**src/rtl/mul_div_pkg.sv**
```systemverilog
// Widths and FSM encoding shared by the bit-serial divider and the shift-add multiplier.
package mul_div_pkg;
  localparam int A_W = 8;          // quotient / multiplier width
  localparam int B_W = 12;         // divisor / multiplicand width
  localparam int P_W = A_W + B_W;  // dividend / product width

  typedef enum logic [1:0] {
    ST_IDLE = 2'd0,
    ST_LOAD = 2'd1,
    ST_MUL  = 2'd2,
    ST_DONE = 2'd3
  } state_t;
endpackage

```
**src/rtl/shift_add_multiplier.sv**
```systemverilog
// Unsigned shift-add multiplier, one multiplier bit per cycle with early exit once the remaining bits are zero.
// Result pulses 1..A_W cycles after in_valid falls; in_valid is ignored while busy, so there is no backpressure.
module shift_add_multiplier
  import mul_div_pkg::*;
(
  input  logic           clk,
  input  logic           rst_n,
  input  logic           in_valid,
  input  logic [A_W-1:0] in_data_1,
  input  logic [B_W-1:0] in_data_2,
  output logic           out_valid,
  output logic [P_W-1:0] out_data
);

  state_t         state;
  state_t         next_state;
  logic [A_W-1:0] a_reg;
  logic [B_W-1:0] b_reg;
  logic [A_W-1:0] mplier;
  logic [P_W-1:0] mcand;
  logic [P_W-1:0] acc;
  logic [P_W-1:0] acc_sum;
  logic           mul_last;

  // The current bit is the last useful one when nothing above it is set.
  assign mul_last = (mplier[A_W-1:1] == '0);
  assign acc_sum  = acc + (mplier[0] ? mcand : '0);

  always_ff @(posedge clk or negedge rst_n) begin
    if (!rst_n) state <= ST_IDLE;
    else        state <= next_state;
  end

  always_comb begin
    next_state = ST_IDLE;
    case (state)
      ST_IDLE: next_state = in_valid ? ST_LOAD : ST_IDLE;
      ST_LOAD: next_state = in_valid ? ST_LOAD : ST_MUL;
      ST_MUL:  next_state = mul_last ? ST_DONE : ST_MUL;
      ST_DONE: next_state = ST_IDLE;
      default: next_state = ST_IDLE;
    endcase
  end

  always_ff @(posedge clk or negedge rst_n) begin
    if (!rst_n) begin
      a_reg     <= '0;
      b_reg     <= '0;
      mplier    <= '0;
      mcand     <= '0;
      acc       <= '0;
      out_valid <= 1'b0;
      out_data  <= '0;
    end else begin
      case (state)
        ST_IDLE: begin
          if (in_valid) begin
            a_reg <= in_data_1;
            b_reg <= in_data_2;
          end
        end
        ST_LOAD: begin
          // Last operand seen while in_valid is held wins.
          if (in_valid) begin
            a_reg <= in_data_1;
            b_reg <= in_data_2;
          end else begin
            acc    <= '0;
            mplier <= a_reg;
            mcand  <= {{A_W{1'b0}}, b_reg};
          end
        end
        ST_MUL: begin
          acc    <= acc_sum;
          mplier <= mplier >> 1;
          mcand  <= mcand << 1;
          if (mul_last) begin
            out_data  <= acc_sum;
            out_valid <= 1'b1;
          end
        end
        ST_DONE: begin
          out_valid <= 1'b0;
          out_data  <= '0;
        end
        default: begin
          out_valid <= 1'b0;
          out_data  <= '0;
        end
      endcase
    end
  end

endmodule
```
**config.mk**
```make
export PLATFORM = sky130hd
export DESIGN_NAME = shift_add_multiplier
export DESIGN_NICKNAME = d
export VERILOG_FILES = /design/src/rtl/mul_div_pkg.sv /design/src/rtl/shift_add_multiplier.sv
export SDC_FILE = /design/constraint.sdc
export NUM_CORES = 1
export LEC_CHECK = 0
export ABC_AREA = 1
export CORE_UTILIZATION = 55
export CTS_CLUSTER_DIAMETER = 150
export DETAILED_ROUTE_END_ITERATION = 8
export PLACE_DENSITY = 0.82
export SYNTH_ARGS = -nofsm -noshare
export SYNTH_HDL_FRONTEND = slang
export SYNTH_SLANG_ARGS = --single-unit
```
**constraint.sdc**
```tcl
create_clock -name clk -period 2.32 [get_ports clk]
set_input_delay 0.464 -clock clk [delete_from_list [all_inputs] [get_ports clk]]
set_output_delay 0.464 -clock clk [all_outputs]
set_load 0.01 [all_outputs]
```
# Word-level counts from Yosys, hierarchy flattened
# Cells that the tools add are included.
word_totals:
  ff_bits: 91
  input_bits: 23
  out_inout_bits: 21
  wordCells: 37
classes:
  add_sub_neg: 1
  eq_ne: 5
  muxes: 15
  n_reduce_logical: 8
op_table:
  columns: ["cell", "count"]
  rows:
  - ["one-hot mux 20 bit (2 select lines)", 3]
  - ["two-way mux 20 bit", 4]
  - ["adder 20 bit", 1]
  - ["one-hot mux 8 bit (2 select lines)", 1]
  - ["two-way mux 8 bit", 1]
  - ["one-hot mux 2 bit (4 select lines)", 1]
  - ["logical NOT 7 bit", 1]
  - ["AND reduction 2 bit", 3]
  - ["== test 2 bit, second input constant", 2]
  - ["!= test 2 bit, second input constant", 2]
  - ["nonzero test 2 bit", 2]
  - ["two-way mux 1 bit", 3]
  - ["== test 2 x 1 -> 1 bit, second input constant", 1]
  - ["logical NOT 2 bit", 1]
  - ["two-way mux 2 bit", 1]
  - ["one-hot mux 1 bit (2 select lines)", 1]
  - ["OR reduction 2 bit", 1]

# Depth between registers and ports, before layout
# Gate-level depths: netlist of run 1.
logic_depth:
  depth_word: 4
  depth_mapped: 15
  ltp_nobuf: 14

# Worst setup path before layout of run 1
# Ideal clock, no wire load.
synth_timing:
  path_kind: "register to register"
  from: "register mplier[0]"
  to: "register acc[8]"
  setup_time_ns: 0.117
  arrival_ns: 1.941
  required_ns: 2.203
  setup_slack_ns: 0.262
  stages_incl_launch_ff: 13
  n_path_buf: 1
  period_less_slack_ns: 2.058
  cell_sequence: "dfrtp_1 > clkbuf_1 > nand2_1 > inv_1 > ha_1 > fa_1 > nand3_1 > nand3_2 > nand3_1 > nand2_1 > or2_1 > nand3_1 > nand2_1"
synth_via:
  elab_chain_len: 3
synth_rtl:
  columns: ["item", "line", "text"]
  rows:
  - ["start, declared", "shift_add_multiplier.sv:19", "logic [A_W-1:0] mplier;"]
  - ["start signal, assigned", "shift_add_multiplier.sv:69", "mplier <= a_reg;"]
  - ["start signal, assigned", "shift_add_multiplier.sv:75", "mplier <= mplier >> 1;"]
  - ["two-way mux 20 bit", "shift_add_multiplier.sv:27", "assign acc_sum = acc + (mplier[0] ? mcand : '0);"]
  - ["adder 20 bit", "shift_add_multiplier.sv:27", null]
  - ["one-hot mux 20 bit (2 select lines)", "shift_add_multiplier.sv:55", "case (state)"]
  - ["end signal, assigned", "shift_add_multiplier.sv:74", "acc <= acc_sum;"]
  - ["end, declared", "shift_add_multiplier.sv:21", "logic [P_W-1:0] acc;"]
# No other way between the ends.
# A chain may end at the register's enable or synchronous reset.

# Final worst setup path of run 1
layout_timing:
  from: "register mplier[0]"
  to: "register out_data[8]"
layout_via:
  elab_chain_len: 4
layout_rtl:
  columns: ["item", "line", "text"]
  rows:
  - ["two-way mux 20 bit", "shift_add_multiplier.sv:27", null]
  - ["adder 20 bit", "shift_add_multiplier.sv:27", null]
  - ["two-way mux 20 bit", "shift_add_multiplier.sv:77", "if (mul_last) begin"]
  - ["one-hot mux 20 bit (2 select lines)", "shift_add_multiplier.sv:55", null]
  - ["end signal, assigned", "shift_add_multiplier.sv:78", "out_data <= acc_sum;"]
  - ["end, declared", "shift_add_multiplier.sv:12", "output logic [P_W-1:0] out_data"]
# No other way between the ends. The select of a mux whose other input is x is not followed.

==> results of run 1 <==
[layer usage]
layer	up-vias	GRT usage	share of wire
met3	14	0.0504	0.053
met2	97	0.412	0.48
met1	1898	0.338	0.45
li1	2040	-	-
met4	0	0.0860	0.018
met5	-	0	0
[power breakdown]
part / total, mW / switching (mW) / internal (mW)
combinational: 3.13 / 1.91 / 1.22
clock: 1.10 / 0.596 / 0.505
sequential: 2.52 / 0.343 / 2.18
[placed cells by master (no fill, tap or decap), types with 2 or more instances in the layout]
| cell type | synthesis | layout |
|---|---|---|
| sky130_fd_sc_hd__a21oi_1 | 14 | 14 |
| sky130_fd_sc_hd__a21oi_2 | 4 | 4 |
| sky130_fd_sc_hd__and2_1 | 2 | 2 |
| sky130_fd_sc_hd__buf_12 | 0 | 2 |
| sky130_fd_sc_hd__buf_4 | 7 | 8 |
| sky130_fd_sc_hd__clkbuf_8 | 0 | 9 |
| sky130_fd_sc_hd__clkdlybuf4s50_1 | 0 | 42 |
| sky130_fd_sc_hd__clkinvlp_4 | 0 | 2 |
| sky130_fd_sc_hd__dfrtp_1 | 91 | 90 |
| sky130_fd_sc_hd__ha_1 | 19 | 19 |
| sky130_fd_sc_hd__inv_1 | 82 | 82 |
| sky130_fd_sc_hd__inv_2 | 7 | 7 |
| sky130_fd_sc_hd__mux2_2 | 18 | 18 |
| sky130_fd_sc_hd__nand2_1 | 171 | 171 |
| sky130_fd_sc_hd__nand2_2 | 5 | 5 |
| sky130_fd_sc_hd__nand3_1 | 56 | 56 |
| sky130_fd_sc_hd__nand3_2 | 5 | 5 |
| sky130_fd_sc_hd__nand3b_1 | 6 | 6 |
| sky130_fd_sc_hd__nand4_1 | 2 | 2 |
| sky130_fd_sc_hd__nor2_1 | 19 | 19 |
| sky130_fd_sc_hd__nor2_2 | 2 | 2 |
| sky130_fd_sc_hd__nor3_1 | 3 | 3 |
| sky130_fd_sc_hd__o211ai_1 | 16 | 16 |
| sky130_fd_sc_hd__o21ai_0 | 31 | 31 |
| sky130_fd_sc_hd__o21ai_1 | 2 | 2 |
| sky130_fd_sc_hd__o21ai_2 | 2 | 2 |
| sky130_fd_sc_hd__o21bai_1 | 2 | 2 |
| sky130_fd_sc_hd__o22ai_1 | 9 | 9 |
| sky130_fd_sc_hd__or2_1 | 2 | 2 |
| sky130_fd_sc_hd__xnor2_1 | 5 | 5 |
| sky130_fd_sc_hd__xor2_1 | 2 | 2 |
[timing repair]
action                                  CTS  global route
gates resized for setup                   0             1
setup buffers                             0             0
endpoints found under the setup margin    0             5
[area by class of cell]
class,instances,area share
sequential,91,0.398
clock buffer,9,0.0216
timing repair buffer,52,0.0910
inverter,89,0.0584
multi-input combinational,405,0.394
clock inverter,6,0.0129
tap,108,0.0236
[final timing paths]
kind / from / to / slack (ns) / depth (start not counted)
max: mplier[0]$_DFFE_PN0P_ / out_data[8]$_DFFE_PN0P_ / 0.16 / 11
min: rst_n / out_data[5]$_DFFE_PN0P_ / 0.03 / 1
max reg2reg: mplier[0]$_DFFE_PN0P_ / out_data[8]$_DFFE_PN0P_ / 0.16 / 11
min reg2reg: out_valid$_DFFE_PN0P_ / out_valid$_DFFE_PN0P_ / 0.50 / 1
max in group asynchronous: rst_n / out_data[11]$_DFFE_PN0P_ / 1.68 / 2
min in group clk: out_valid$_DFFE_PN0P_ / out_valid$_DFFE_PN0P_ / 0.50 / 1
[critical path, stage by stage (launching register included)]
cell                      delay, ns
sky130_fd_sc_hd__dfrtp_2       0.47
sky130_fd_sc_hd__nand2_1       0.09
sky130_fd_sc_hd__inv_1         0.04
sky130_fd_sc_hd__ha_1          0.21
sky130_fd_sc_hd__fa_1          0.45
sky130_fd_sc_hd__nand3_1       0.11
sky130_fd_sc_hd__nand3_2       0.09
sky130_fd_sc_hd__nand3_1       0.09
sky130_fd_sc_hd__nand2_1       0.12
sky130_fd_sc_hd__or2_1         0.24
sky130_fd_sc_hd__nand3_1       0.08
sky130_fd_sc_hd__nand2_1       0.06
[kinds of logic after synthesis]
logic type / share of synthesized area
simple gates: 0.245
xor+xnor: 0.0123
compound gates: 0.102
flops: 0.455
buf+inv: 0.0938
mux: 0.0405
fa+ha+maj: 0.0515
==> metrics, run 1 <==
Hold-fix buffers, CTS=0; Data required, critical path=2.58 ns; Arr. time, crit path=2.42 ns; Core Box Area=0.00876 mm^2; placement-stage worst setup slack=0.145 ns; fillcell total=731; fraction of the core area covered by cells at the end of the flow=0.653; number of levels in the clock H-tree=3; Initial Util=0.571; routability cong.=0.914; clock insertion delay at the later pin of the skew report=0.37 ns; fraction of final layout cells with drive strength greater than 1=0.113; top achievable clock speed=463 MHz; quantity of I/O buffers inserted on ports=43; Root Buffer=sky130_fd_sc_hd__clkbuf_8; via/cell ratio=5.33; Cells after Synth=607; area of the multi-input gates=0.00226 mm^2; Hold Slack=0.0312 ns; CTS sink cnt=91; global router's overall resource usage=0.253; per-cell routed wire length=14.5 um; EDFF count, synth=0; most repeated cell in the gate-level netlist after synthesis=sky130_fd_sc_hd__nand2_1; total number of vias=4049; max-cap viol count=0; result of the run=finished, final reports clean; Startpoint Class=flop; clock-pin transition on the worst setup and hold timing paths=0.09 ns; Worst VDD drop=0.656 mV; Largest regs=acc (20), mcand (20), out_data (20); endpoint class of the critical path=flop; die area=0.00948 mm^2; net count after synthesis=650; Cells after DPL=745; Final Worst Setup Slack=0.160 ns; unrepaired setup endpoints after global routing=no; type of the worst min-delay path=in2async; pin count of the biggest net entering global routing=44; CTS tree=yes; portion of synthesized cell area occupied by the leading cell type=0.455; share of async-settable or async-resettable flops after synthesis=1.00; maximum number of buffers from clock root to sink=2; largest cells by area after synthesis=sky130_fd_sc_hd__dfrtp_1 46%, sky130_fd_sc_hd__nand2_1 13%, sky130_fd_sc_hd__inv_1 6.2%, sky130_fd_sc_hd__nand3_1 5.6%, sky130_fd_sc_hd__ha_1 4.8%; Critical Setup Path Class=reg2reg; top cells by instance count after synthesis=171 x sky130_fd_sc_hd__nand2_1, 91 x sky130_fd_sc_hd__dfrtp_1, 82 x sky130_fd_sc_hd__inv_1; post-synthesis sequential element count=91; number of inserted diodes=0; vias in the first global route=4044; number of antenna-violating nets in the routed design=0; wire length of the first global-routing pass=19000 um; total negative slack for setup checks=0 ns; Synth Area per Inst=8.24 um^2; power per unit of standard cell area=1180 mW/mm^2; instance area after placement=0.00552 mm^2; number of slew-limit violations in the final report=0; Boundary Pins=44; slew at the pin closest to its max-slew limit=0.840 ns; clock period minus worst slack=2.16 ns; netlist area before placement=0.00500 mm^2; final instance count without filler cells=760; final net count=691; Horiz. Die Dim=97.4 um; most common flop cell mapped by yosys=sky130_fd_sc_hd__dfrtp_1; Layout area overhead=14.4%; number of detailed-route iterations in the first pass=4; remaining global-route overflow=0; chip height=97.4 um; period utilization=0.931; DR DRC count=0; area taken by flip-flops and latches=0.00228 mm^2; sequential area share after synthesis=0.455; antenna violations before repair=0; leakage power of the design=2.97 nW; final clock skew=0.0131 ns; Overall Power=6.75 mW; number of design-rule violations left by the first detailed-router iteration=215; yosys warns=0; total clock buffers created by CTS=9; final setup violation count=0; count of different cell masters after synthesis=39; num rows=34; HPWL reported at the end of detailed placement=8200 um; worst max-slew margin expressed relative to the limit=0.439; library cell occupying the most area in the post-synthesis netlist=sky130_fd_sc_hd__dfrtp_1; number of hold violations in the final report=0; largest driver fanout on the critical path=9; final non-filler cell area=0.00572 mm^2; wirelength, routed=11000 um
Power figures use the tool's default switching activity.
==> run 2: changes to the inputs <==
SLEW_MARGIN = 20   (was unset)
==> results of run 2 <==
Same layout as run 1: the final DEF is identical, and so are final timing and power.
